--- src/rtl/clint_regs.sv ---
// CLINT register block: per-hart msip and mtimecmp, shared mtime counter driven by an
// asynchronous RTC input, and the registered timer / software interrupt lines.
module clint_regs #(
  parameter int unsigned AXI_ADDR_WIDTH = 64,
  parameter int unsigned AXI_DATA_WIDTH = 64,
  parameter int unsigned NR_CORES       = 1
) (
  input  logic                        clk_i,
  input  logic                        rst_ni,
  input  logic                        en_i,
  input  logic                        we_i,
  input  logic [AXI_ADDR_WIDTH-1:0]   address_i,
  input  logic [AXI_DATA_WIDTH/8-1:0] be_i,
  input  logic [AXI_DATA_WIDTH-1:0]   wdata_i,
  output logic [AXI_DATA_WIDTH-1:0]   rdata_o,
  input  logic                        rtc_i,
  output logic [NR_CORES-1:0]         timer_irq_o,
  output logic [NR_CORES-1:0]         ipi_o
);

  localparam logic [12:0] MtimecmpWord = 13'h0800;
  localparam logic [12:0] MtimeWord    = 13'h17ff;

  logic [12:0] word;
  logic        wr_en;
  logic        rd_en;
  logic        tick;
  logic        unused_addr;

  logic                s0_q, s1_q, rtc_q;
  logic [63:0]         mtime_q, mtime_d;
  logic [63:0]         mtimecmp_q [NR_CORES];
  logic [63:0]         mtimecmp_d [NR_CORES];
  logic [NR_CORES-1:0] msip_q, msip_d;
  logic [NR_CORES-1:0] timer_irq_q, timer_irq_d;
  logic [NR_CORES-1:0] ipi_q, ipi_d;
  logic [63:0]         rdata;

  assign word        = address_i[15:3];
  assign wr_en       = en_i & we_i;
  assign rd_en       = en_i & ~we_i;
  assign tick        = s1_q & ~rtc_q;
  assign unused_addr = ^{address_i[AXI_ADDR_WIDTH-1:16], address_i[2:0]};

  function automatic logic [63:0] merge_bytes(input logic [63:0] old_val,
                                              input logic [63:0] new_val,
                                              input logic [7:0]  be);
    logic [63:0] res;
    res = old_val;
    for (int unsigned b = 0; b < 8; b++) begin
      if (be[b]) res[8*b +: 8] = new_val[8*b +: 8];
    end
    return res;
  endfunction

  always_comb begin
    mtime_d    = mtime_q;
    msip_d     = msip_q;
    mtimecmp_d = mtimecmp_q;

    // A software write to mtime takes precedence over the RTC increment.
    if (wr_en && (word == MtimeWord)) begin
      mtime_d = merge_bytes(mtime_q, wdata_i, be_i);
    end else if (tick) begin
      mtime_d = mtime_q + 64'd1;
    end

    for (int unsigned h = 0; h < NR_CORES; h++) begin
      if (wr_en && (word == 13'(h >> 1))) begin
        if ((h % 2) == 0) begin
          if (be_i[0]) msip_d[h] = wdata_i[0];
        end else begin
          if (be_i[4]) msip_d[h] = wdata_i[32];
        end
      end
      if (wr_en && (word == MtimecmpWord + 13'(h))) begin
        mtimecmp_d[h] = merge_bytes(mtimecmp_q[h], wdata_i, be_i);
      end
    end
  end

  always_comb begin
    for (int unsigned h = 0; h < NR_CORES; h++) begin
      timer_irq_d[h] = (mtime_q >= mtimecmp_q[h]);
    end
    ipi_d = msip_q;
  end

  always_comb begin
    rdata = '0;
    if (rd_en) begin
      for (int unsigned h = 0; h < NR_CORES; h++) begin
        if (word == 13'(h >> 1)) begin
          if ((h % 2) == 0) rdata[0] = msip_q[h];
          else              rdata[32] = msip_q[h];
        end
        if (word == MtimecmpWord + 13'(h)) rdata = mtimecmp_q[h];
      end
      if (word == MtimeWord) rdata = mtime_q;
    end
  end

  assign rdata_o     = rdata;
  assign timer_irq_o = timer_irq_q;
  assign ipi_o       = ipi_q;

  // Two-flop synchronizer plus an edge-detect stage for the RTC input.
  always_ff @(posedge clk_i or negedge rst_ni) begin
    if (!rst_ni) begin
      s0_q  <= 1'b0;
      s1_q  <= 1'b0;
      rtc_q <= 1'b0;
    end else begin
      s0_q  <= rtc_i;
      s1_q  <= s0_q;
      rtc_q <= s1_q;
    end
  end

  always_ff @(posedge clk_i or negedge rst_ni) begin
    if (!rst_ni) begin
      mtime_q     <= '0;
      mtimecmp_q  <= '{default: '1};
      msip_q      <= '0;
      timer_irq_q <= '0;
      ipi_q       <= '0;
    end else begin
      mtime_q     <= mtime_d;
      mtimecmp_q  <= mtimecmp_d;
      msip_q      <= msip_d;
      timer_irq_q <= timer_irq_d;
      ipi_q       <= ipi_d;
    end
  end

endmodule

--- config.mk ---
export PLATFORM = sky130hd
export DESIGN_NAME = clint_regs
export DESIGN_NICKNAME = d
export VERILOG_FILES = /design/src/rtl/clint_regs.sv
export SDC_FILE = /design/constraint.sdc
export NUM_CORES = 1
export LEC_CHECK = 0
export ABC_AREA = 0
export ABC_CLOCK_PERIOD_IN_PS = 2350
export BUFFER_PORTS_ARGS = -buffer_cell sky130_fd_sc_hd__clkbuf_2
export CORE_MARGIN = 4
export CORE_UTILIZATION = 30
export DETAILED_ROUTE_END_ITERATION = 8
export REMOVE_ABC_BUFFERS = 1
export SYNTH_ARGS = -nofsm -noshare
export SYNTH_HDL_FRONTEND = slang
export SYNTH_SLANG_ARGS = --single-unit
--- constraint.sdc ---
create_clock -name clk_i -period 2.35 [get_ports clk_i]
set_input_delay 0.1175 -clock clk_i [delete_from_list [all_inputs] [get_ports clk_i]]
set_output_delay 0.1175 -clock clk_i [all_outputs]
set_load 0.02 [all_outputs]
---- Word-level counts from Yosys, hierarchy flattened ----
Cells that the tools add are included.
word-level totals
  bits in registers ....................... 134
  input port bits ......................... 141
  output and inout bits ................... 66
  logic and storage cells ................. 75
operators by class
  add/subtract/negate cells ............... 1
  $lt $le $gt $ge ......................... 1
  equality and inequality tests ........... 10
  muxes and demuxes ....................... 14
  bitwise operators ....................... 5
  reductions and logical operators ........ 22
operators with widths
  cell                                                                number
  64-bit two-way mux                                                  5
  64-bit by 1-bit adder with 64-bit output (second input constant)    1
  64-bit greater-or-equal comparator                                  1
  8-bit two-way mux                                                   8
  2-bit AND reduction                                                 17
  2-bit != test (second input constant)                               8
  13-bit by 12-bit == test with 1-bit output (second input constant)  1
  13-bit == test (second input constant)                              1
  13-bit logical NOT                                                  1
  1-bit bitwise AND                                                   3
  1-bit logical AND                                                   3
  1-bit inverter                                                      2
  2-bit nonzero test                                                  1
  1-bit two-way mux                                                   1

---- Depth between registers and ports, before layout ----
Gate-level depths: netlist of the first run.
  word-level depth ........................ 5
  mapped depth ............................ 8

---- Least setup slack after synthesis of the first run ----
No wires, ideal clock.
  kind .................................... flip-flop to flip-flop
  start point ............................. register mtimecmp_q[33] (netlist bit)
  end point ............................... register timer_irq_q (netlist: timer_irq_o)
  setup time .............................. 138 ps
  data arrival time ....................... 2030 ps
  setup slack ............................. 181 ps
  cell stages (with the launch flop) ...... 8
  path buffers ............................ 0
  cell sequence ........................... dfstp_2 > inv_1 > ha_1 > a21o_1 > a221o_1 > a221oi_1 > a21oi_1 > or4_1
between the ends
  word-level cells in the longest chain between the ends .. 1
RTL lines
  element                             line  text
  start, declared                     32    logic [63:0] mtimecmp_q [NR_CORES];
  start signal, assigned              129   mtimecmp_q <= mtimecmp_d;
  64-bit greater-or-equal comparator  84    timer_irq_d[h] = (mtime_q >= mtimecmp_q[h]);
  named net timer_irq_d               35    logic [NR_CORES-1:0] timer_irq_q, timer_irq_d;
  end signal, assigned                131   timer_irq_q <= timer_irq_d;
  end, declared                       35
The timed path passes the listed nets, and every way through them passes these cells.
A chain may end at the register's enable or synchronous reset.

---- Final worst setup path of the first run ----
  start point ............................. register mtimecmp_q[0] (netlist bit)
  end point ............................... register timer_irq_q (netlist: timer_irq_o)
Same word-level chain as after synthesis.

==> results of run 1 <==
==> logic make-up (layout without fill, tap and decap cells) <==
family	Yosys count	in the layout	synth area share, %
DFF	134	134	36.43
adders and majority gates	65	65	8.629
muxes	74	74	8.735
and+or+nand+nor	405	405	22.79
xor gates and xnor gates	7	7	0.6505
AOI/OAI and AO/OA	242	242	17.55
buffers and inverters	127	488	5.217
==> state kept, by name, indices dropped and copies added (netlist names) <==
name,cells
mtime_q,64
mtimecmp_q,64
ipi_d,1
ipi_o,1
rtc_q,1
s0_q,1
s1_q,1
timer_irq_o,1
==> placed cells by master (no fill, tap or decap), drive strengths merged, types with 21 or more instances in the layout <==
cell / synthesis / routed
dlygate4sd3: 0 / 66
inv: 76 / 78
buf: 14 / 159
a211oi: 21 / 21
dfrtp: 70 / 70
nand4: 38 / 38
nor3: 35 / 35
dfstp: 64 / 64
a22oi: 65 / 65
clkbuf: 37 / 172
mux2: 66 / 66
nor4: 33 / 33
ha: 65 / 65
nand2: 88 / 88
nand3: 39 / 39
nor2: 111 / 111
a21oi: 59 / 59
==> worst max-delay path by stage <==
stage	start	end	slack [ns]	depth (start not counted)
floorplan	address_i[6]	mtime_q[40]$_DFFE_PN0P_	-3.54	5
global placement	mtimecmp_q[54]$_DFFE_PN1P_	timer_irq_o$_DFF_PN0_	-0.19	9
detailed placement	mtimecmp_q[27]$_DFFE_PN1P_	timer_irq_o$_DFF_PN0_	-0.25	8
CTS	mtimecmp_q[0]$_DFFE_PN1P_	timer_irq_o$_DFF_PN0_	0.001	8
global route	mtimecmp_q[54]$_DFFE_PN1P_	timer_irq_o$_DFF_PN0_	-0.09	9
finish	mtimecmp_q[0]$_DFFE_PN1P_	timer_irq_o$_DFF_PN0_	-0.05	8
==> routing by layer <==
metal	GRT usage, %	routed length (um)	vias to the layer above
met5	0	17	-
met4	3.787	425	2
met3	3.280	2068	39
met2	31.23	15710	318
met1	26.21	14970	4666
li1	-	-	4630
==> cell usage after synthesis (all sizes together), types with 3 or more instances <==
master	number	share of area (%)
a21boi	3	0.24
nor3	35	1.9
nand3	39	2.3
a221oi	6	0.76
nand3b	4	0.32
o21ai	18	0.96
nor2	111	4.4
inv	76	3.0
o2bb2ai	3	0.28
xnor2	7	0.65
buf	14	0.72
and3	16	1.1
and2	13	0.86
mux2	66	7.9
o31ai	4	0.32
and4	9	0.84
clkbuf	37	1.5
nand2b	9	0.60
o32ai	4	0.37
nand2	88	3.5
o31a	3	0.28
a21o	9	0.72
o211ai	3	0.24
a211oi	21	1.7
a311oi	5	0.46
mux2i	8	0.85
a22oi	65	5.2
dfstp	64	18
nor4	33	3.4
ha	65	8.6
o22ai	20	1.3
a31oi	5	0.33
o21a	3	0.24
nand4	38	2.7
a21oi	59	3.1
dfrtp	70	19
==> repair_timing <==
action                                 4_1_cts  5_1_grt
gates cloned                                 0        1
endpoints found under the hold margin      127        1
hold buffers                                65        1
pin swaps                                    9       20
buffers inserted                             1       13
setup endpoints to repair                    1       19
resized for setup                           16       47
==> cell type report <==
cell class              count  share of cell area, %
repair buffers            380                  20.48
inverters                  76                  2.119
multi-input cells         793                  43.69
clock buffers              17                  3.160
clock inverters            15                  1.338
well taps                 396                  3.680
flip-flops and latches    134                  25.53
==> where the power goes <==
part / internal [mW] / total (mW) / switching (mW)
sequential: 2.38 / 2.44 / 0.0681
combinational: 0.452 / 0.958 / 0.506
clock: 1.67 / 2.80 / 1.13
==> critical path, cell delays in order (launching register included) <==
cell	delay, ns
sky130_fd_sc_hd__dfstp_2	0.55
sky130_fd_sc_hd__ha_4	0.19
sky130_fd_sc_hd__nand2b_4	0.14
sky130_fd_sc_hd__a2111oi_4	0.31
sky130_fd_sc_hd__nor3_1	0.09
sky130_fd_sc_hd__o311ai_1	0.33
sky130_fd_sc_hd__buf_4	0.19
sky130_fd_sc_hd__a211oi_2	0.07
sky130_fd_sc_hd__or4_1	0.39
==> metrics by stage <==
stage                     hold slack (ns)  worst slack (ns)  setup TNS [ns]
after floorplan                   -0.1781            -3.538         -255.03
after global placement             0.1409           -0.1927         -0.1927
after detailed placement           0.1344           -0.2528         -0.2528
after CTS                       0.0002640          0.001197               0
after global routing              0.02829          -0.09420         -0.1694
final                             0.02591          -0.04818        -0.04818
==> results.cfg, run 1 <==
[pwr]
cellLeakagePower_nw = 5.763
power.density_cell_area_nw_per_um2 = 460.9
ir_worst_vdd_mv = 0.4515
design_power_total_mw = 6.205

[synthesis]
synth_edf_count = 0
synth_cell_types = 65
dominantRegCellSynth = sky130_fd_sc_hd__dfrtp_1
postSynthAreaPerCell_um2 = 8.942
synth-seq-cells = 134
netlist_instances = 1054
synth_area_um2 = 9425
synth-warning-count = 0
portion_of_the_post_synthesis_area_used_by_sequential_elements_pct = 36.43
synth_async_sr_flop_share_pct = 100.0

[placement]
dpl.hpwl_um = 24550
placedInstanceArea_um2 = 11700
gp_routability_congestion = 0.9149
numPortBuffers = 155
place_inst = 1698

[timing]
worst_slew_margin_rel_pct = 59.69
crit_share_post_route_pct = 102.1
max_fclk_ghz = 0.4170
final_period_minus_worst_setup_slack_ns = 2.398
grt_setup_unrepaired = true
skew_ns = 0.008937
setup_viol_count_final = 1
final_max_slew_viol_count = 0
finalWorstSetupSlack_ns = -0.04818
hold_viol = 0
worst_pin_slew_ns = 0.6025

[final_layout]
layout.core_utilization_pct = 43.67
multi_input_area_um2 = 5882
seq_area_um2 = 3437
layout-area-overhead-vs-synth_pct = 42.84
final_net_count = 1608
finalNonFillerCells = 1811
finalInstanceArea_um2 = 13460
n_fill_cell = 2977
ant_diodes = 0
layout-drive-gt1-share_pct = 38.87

[worst_setup_path]
critPathKind = flip-flop to flip-flop
timing.rr.end = timer_irq_o$_DFF_PN0_
path_max_fanout = 2
crit-reg2reg-launch = mtimecmp_q[0]$_DFFE_PN1P_
r2r_setup_slk_ns = -0.05
start_kind = flip-flop
cp.arrival_ns = 2.69
critical_path_required_ns = 2.65
cp_endpoint_kind = flip-flop
r2r_cell_count = 8

[worst_hold_path]
holdPathEnd = mtimecmp_q[43]$_DFFE_PN1P_
worst_hold_path.num_cells = 2
launch_instance_of_the_worst_min_delay_path = wdata_i[43]
min_path_type = input port to flip-flop

[routing]
detail-route-antenna-nets = 0
drt-vias-per-instance = 5.331
via_count = 9655
drt_iter0_markers = 841
drcViolationCount = 0
drtPass1Iterations = 5
drt_wl_total_um = 33190
avgRoutedWirePerCell_um = 18.33

[global_routing]
grt_start_max_net_pins = 65
gr-total-overflow = 0
via_count_of_the_first_global_routing_pass = 9451
grt_util_all_layers_pct = 18.93
grt_pass1_wl_um = 51520
antenna_violations_before_repair = 1

[flow_run]
drv.max_cap_violation_count = 0

[clock_tree]
root_buffer = sky130_fd_sc_hd__clkbuf_16
clkSinkCount = 134
insertion_delay_ns = 0.43
tritoncts = built
path_clk_slew_ns = 0.07
htree_num_levels = 4
clock_buffer_depth = 2
cts-buffers-inserted = 17

[floorplan]
initial_core_utilization_pct = 30.57
chipWidth_um = 185.3
chipHeight_um = 185.3
placementRows = 64
io-pin-count = 207
core_area_um2 = 30830
die_area_um2 = 34320

[run_status]
failed_checks = setup timing
outcome = finished, violations left
No activity file was read; power rests on OpenSTA's default activity.
==> run 2, diff against run 1 <==
- CORE_UTILIZATION: 30 -> 40
==> run 2 against run 1 <==
Effect of this change: the run still ends with setup timing left; sequential power about the same; cell count decreased by 5.7%; routed wire length decreased by 5.4%; maximum frequency increased by 0.13%; critical path type unchanged.
==> results.cfg, run 2 (same netlist as run 1, synthesis figures left out) <==
[timing]
finalHoldWorstSlack_ns = 0.02672
skew_ns = 0.01323
crit_share_post_route_pct = 101.9
grt_setup_unrepaired = true
worst_pin_slew_ns = 0.7548
worst_slew_margin_rel_pct = 49.50
final_max_slew_viol_count = 0
finalWorstSetupSlack_ns = -0.04500
setup_viol_count_final = 1
setup_tns_ns = -0.04500
max_fclk_ghz = 0.4175
hold_viol = 0
final_period_minus_worst_setup_slack_ns = 2.395

[clock_tree]
tritoncts = built
insertion_delay_ns = 0.43
root_buffer = sky130_fd_sc_hd__clkbuf_16
path_clk_slew_ns = 0.06
clock_buffer_depth = 2
cts-buffers-inserted = 17
clkSinkCount = 134
htree_num_levels = 4

[pwr]
design_power_total_mw = 6.056
cellLeakagePower_nw = 5.574
power.density_cell_area_nw_per_um2 = 467.4
ir_worst_vdd_mv = 0.3743

[floorplan]
io-pin-count = 207
die_area_um2 = 26080
core_area_um2 = 22920
chipWidth_um = 161.5
placementRows = 55
chipHeight_um = 161.5
initial_core_utilization_pct = 41.13

[global_routing]
grt_util_all_layers_pct = 24.02
globalRouteMet3Util_pct = 4.542
global_route.peak_usage_layer = met2
gr-total-overflow = 0
grt_pass1_wl_um = 50110
groute.layer.met2.usage_pct = 40.87
via_count_of_the_first_global_routing_pass = 9515
globalRouteMet1Util_pct = 32.00
antenna_violations_before_repair = 0
grt_start_max_net_pins = 53

[final_layout]
ant_diodes = 0
finalInstanceArea_um2 = 12960
layout-drive-gt1-share_pct = 36.56
layout.core_utilization_pct = 56.54
n_fill_cell = 2086
largest_registers = mtime_q x64, mtimecmp_q x64
layout-area-overhead-vs-synth_pct = 37.46
layout_common_cells = sky130_fd_sc_hd__clkbuf_2 (154), sky130_fd_sc_hd__buf_4 (132), sky130_fd_sc_hd__nor2_1 (110), sky130_fd_sc_hd__nand2_1 (85), sky130_fd_sc_hd__inv_1 (75)
final_net_count = 1588
layout_commonest_cell = sky130_fd_sc_hd__clkbuf_2

[routing]
avgRoutedWirePerCell_um = 18.39
drt-vias-per-instance = 5.584
detail-route-antenna-nets = 0
drcViolationCount = 0
drtPass1Iterations = 5
drt_wl_total_um = 31400
drt_iter0_markers = 603
via_count = 9537

[worst_setup_path]
cp_endpoint_kind = flip-flop
critPathKind = flip-flop to flip-flop
r2r_setup_slk_ns = -0.04
crit-reg2reg-launch = mtimecmp_q[0]$_DFFE_PN1P_
start_kind = flip-flop
path_max_fanout = 2
timing.rr.end = timer_irq_o$_DFF_PN0_
critical_path_required_ns = 2.63
cp.arrival_ns = 2.68
r2r_cell_count = 8

[placement]
dpl.hpwl_um = 23570
numPortBuffers = 155
placedInstanceArea_um2 = 11450
gp_routability_congestion = 0.9003

[worst_hold_path]
launch_instance_of_the_worst_min_delay_path = wdata_i[43]
min_path_type = input port to flip-flop
holdPathEnd = mtimecmp_q[43]$_DFFE_PN1P_
worst_hold_path.num_cells = 2

[run_status]
outcome = finished, violations left
failed_checks = setup timing

[flow_run]
drv.max_cap_violation_count = 0
==> run 2: cell count changes in the layout (fill, tap and decap cells not counted), sizes merged <==
cell      delta
buf         -19
clkinvlp     -4
clkinv       +3
bufinv       -1
inv          +1
==> run 2: layout make-up <==
cell class                      instances  area [um2]  share of cell area (%)
Clock buffer                           18       429.2                   3.312
Clock inverter                         14       151.4                   1.169
Inverter                               76       285.3                   2.202
Multi-Input combinational cell        793        5713                   44.09
Sequential cell                       134        3438                   26.54
Tap cell                              313       391.6                   3.023
Timing Repair Buffer                  360        2547                   19.66
==> run 2: worst max-delay path, cell delays in order (launching register included) <==
cell                        delay [ns]
sky130_fd_sc_hd__dfstp_2          0.53
sky130_fd_sc_hd__ha_1             0.22
sky130_fd_sc_hd__nand2b_4         0.15
sky130_fd_sc_hd__a2111oi_4        0.30
sky130_fd_sc_hd__nor3_2           0.09
sky130_fd_sc_hd__o311ai_2         0.30
sky130_fd_sc_hd__buf_4            0.17
sky130_fd_sc_hd__a211oi_1         0.09
sky130_fd_sc_hd__or4_1            0.41
==> run 2: repair_timing <==
action | 4_1_cts | 5_1_grt
resized for setup | 20 | 18
endpoints found under the setup margin | 4 | 18
hold buffers | 66 | 0
hold endpoints to repair | 129 | 0
pin swaps | 10 | 9
setup buffers | 3 | 4
==> run 2: how the worst max path moves through the flow <==
stage / from / to / slack, ns / cells after the start
after global routing: mtimecmp_q[50]$_DFFE_PN1P_ / timer_irq_o$_DFF_PN0_ / -0.12 / 9
after CTS: mtimecmp_q[0]$_DFFE_PN1P_ / timer_irq_o$_DFF_PN0_ / -0.06 / 8
after floorplan: address_i[6] / mtime_q[40]$_DFFE_PN0P_ / -3.54 / 5
final: mtimecmp_q[0]$_DFFE_PN1P_ / timer_irq_o$_DFF_PN0_ / -0.04 / 8
after global placement: mtimecmp_q[53]$_DFFE_PN1P_ / timer_irq_o$_DFF_PN0_ / -0.38 / 9
after detailed placement: mtimecmp_q[54]$_DFFE_PN1P_ / timer_irq_o$_DFF_PN0_ / -0.34 / 9
==> run 2: through the flow <==
step | std cells | setup WS (ns)
final | 1708 | -0.04500
after global routing | 1708 | -0.1198
after CTS | 1704 | -0.06473
after detailed placement | 1603 | -0.3433
after global placement | 1603 | -0.3787
after floorplan | 1003 | -3.538
==> run 2: report_power, final <==
part	internal, mW	leakage [nW]	switching, mW
logic	0.431	3.72	0.482
registers	2.38	1.57	0.0724
clock network	1.57	0.281	1.12
==> run 2: layer usage <==
layer / vias to the layer above / share of wire, %
met5: - / 0
met4: 0 / 1.1
met3: 33 / 6.1
met2: 326 / 49
met1: 4590 / 44
li1: 4588 / -
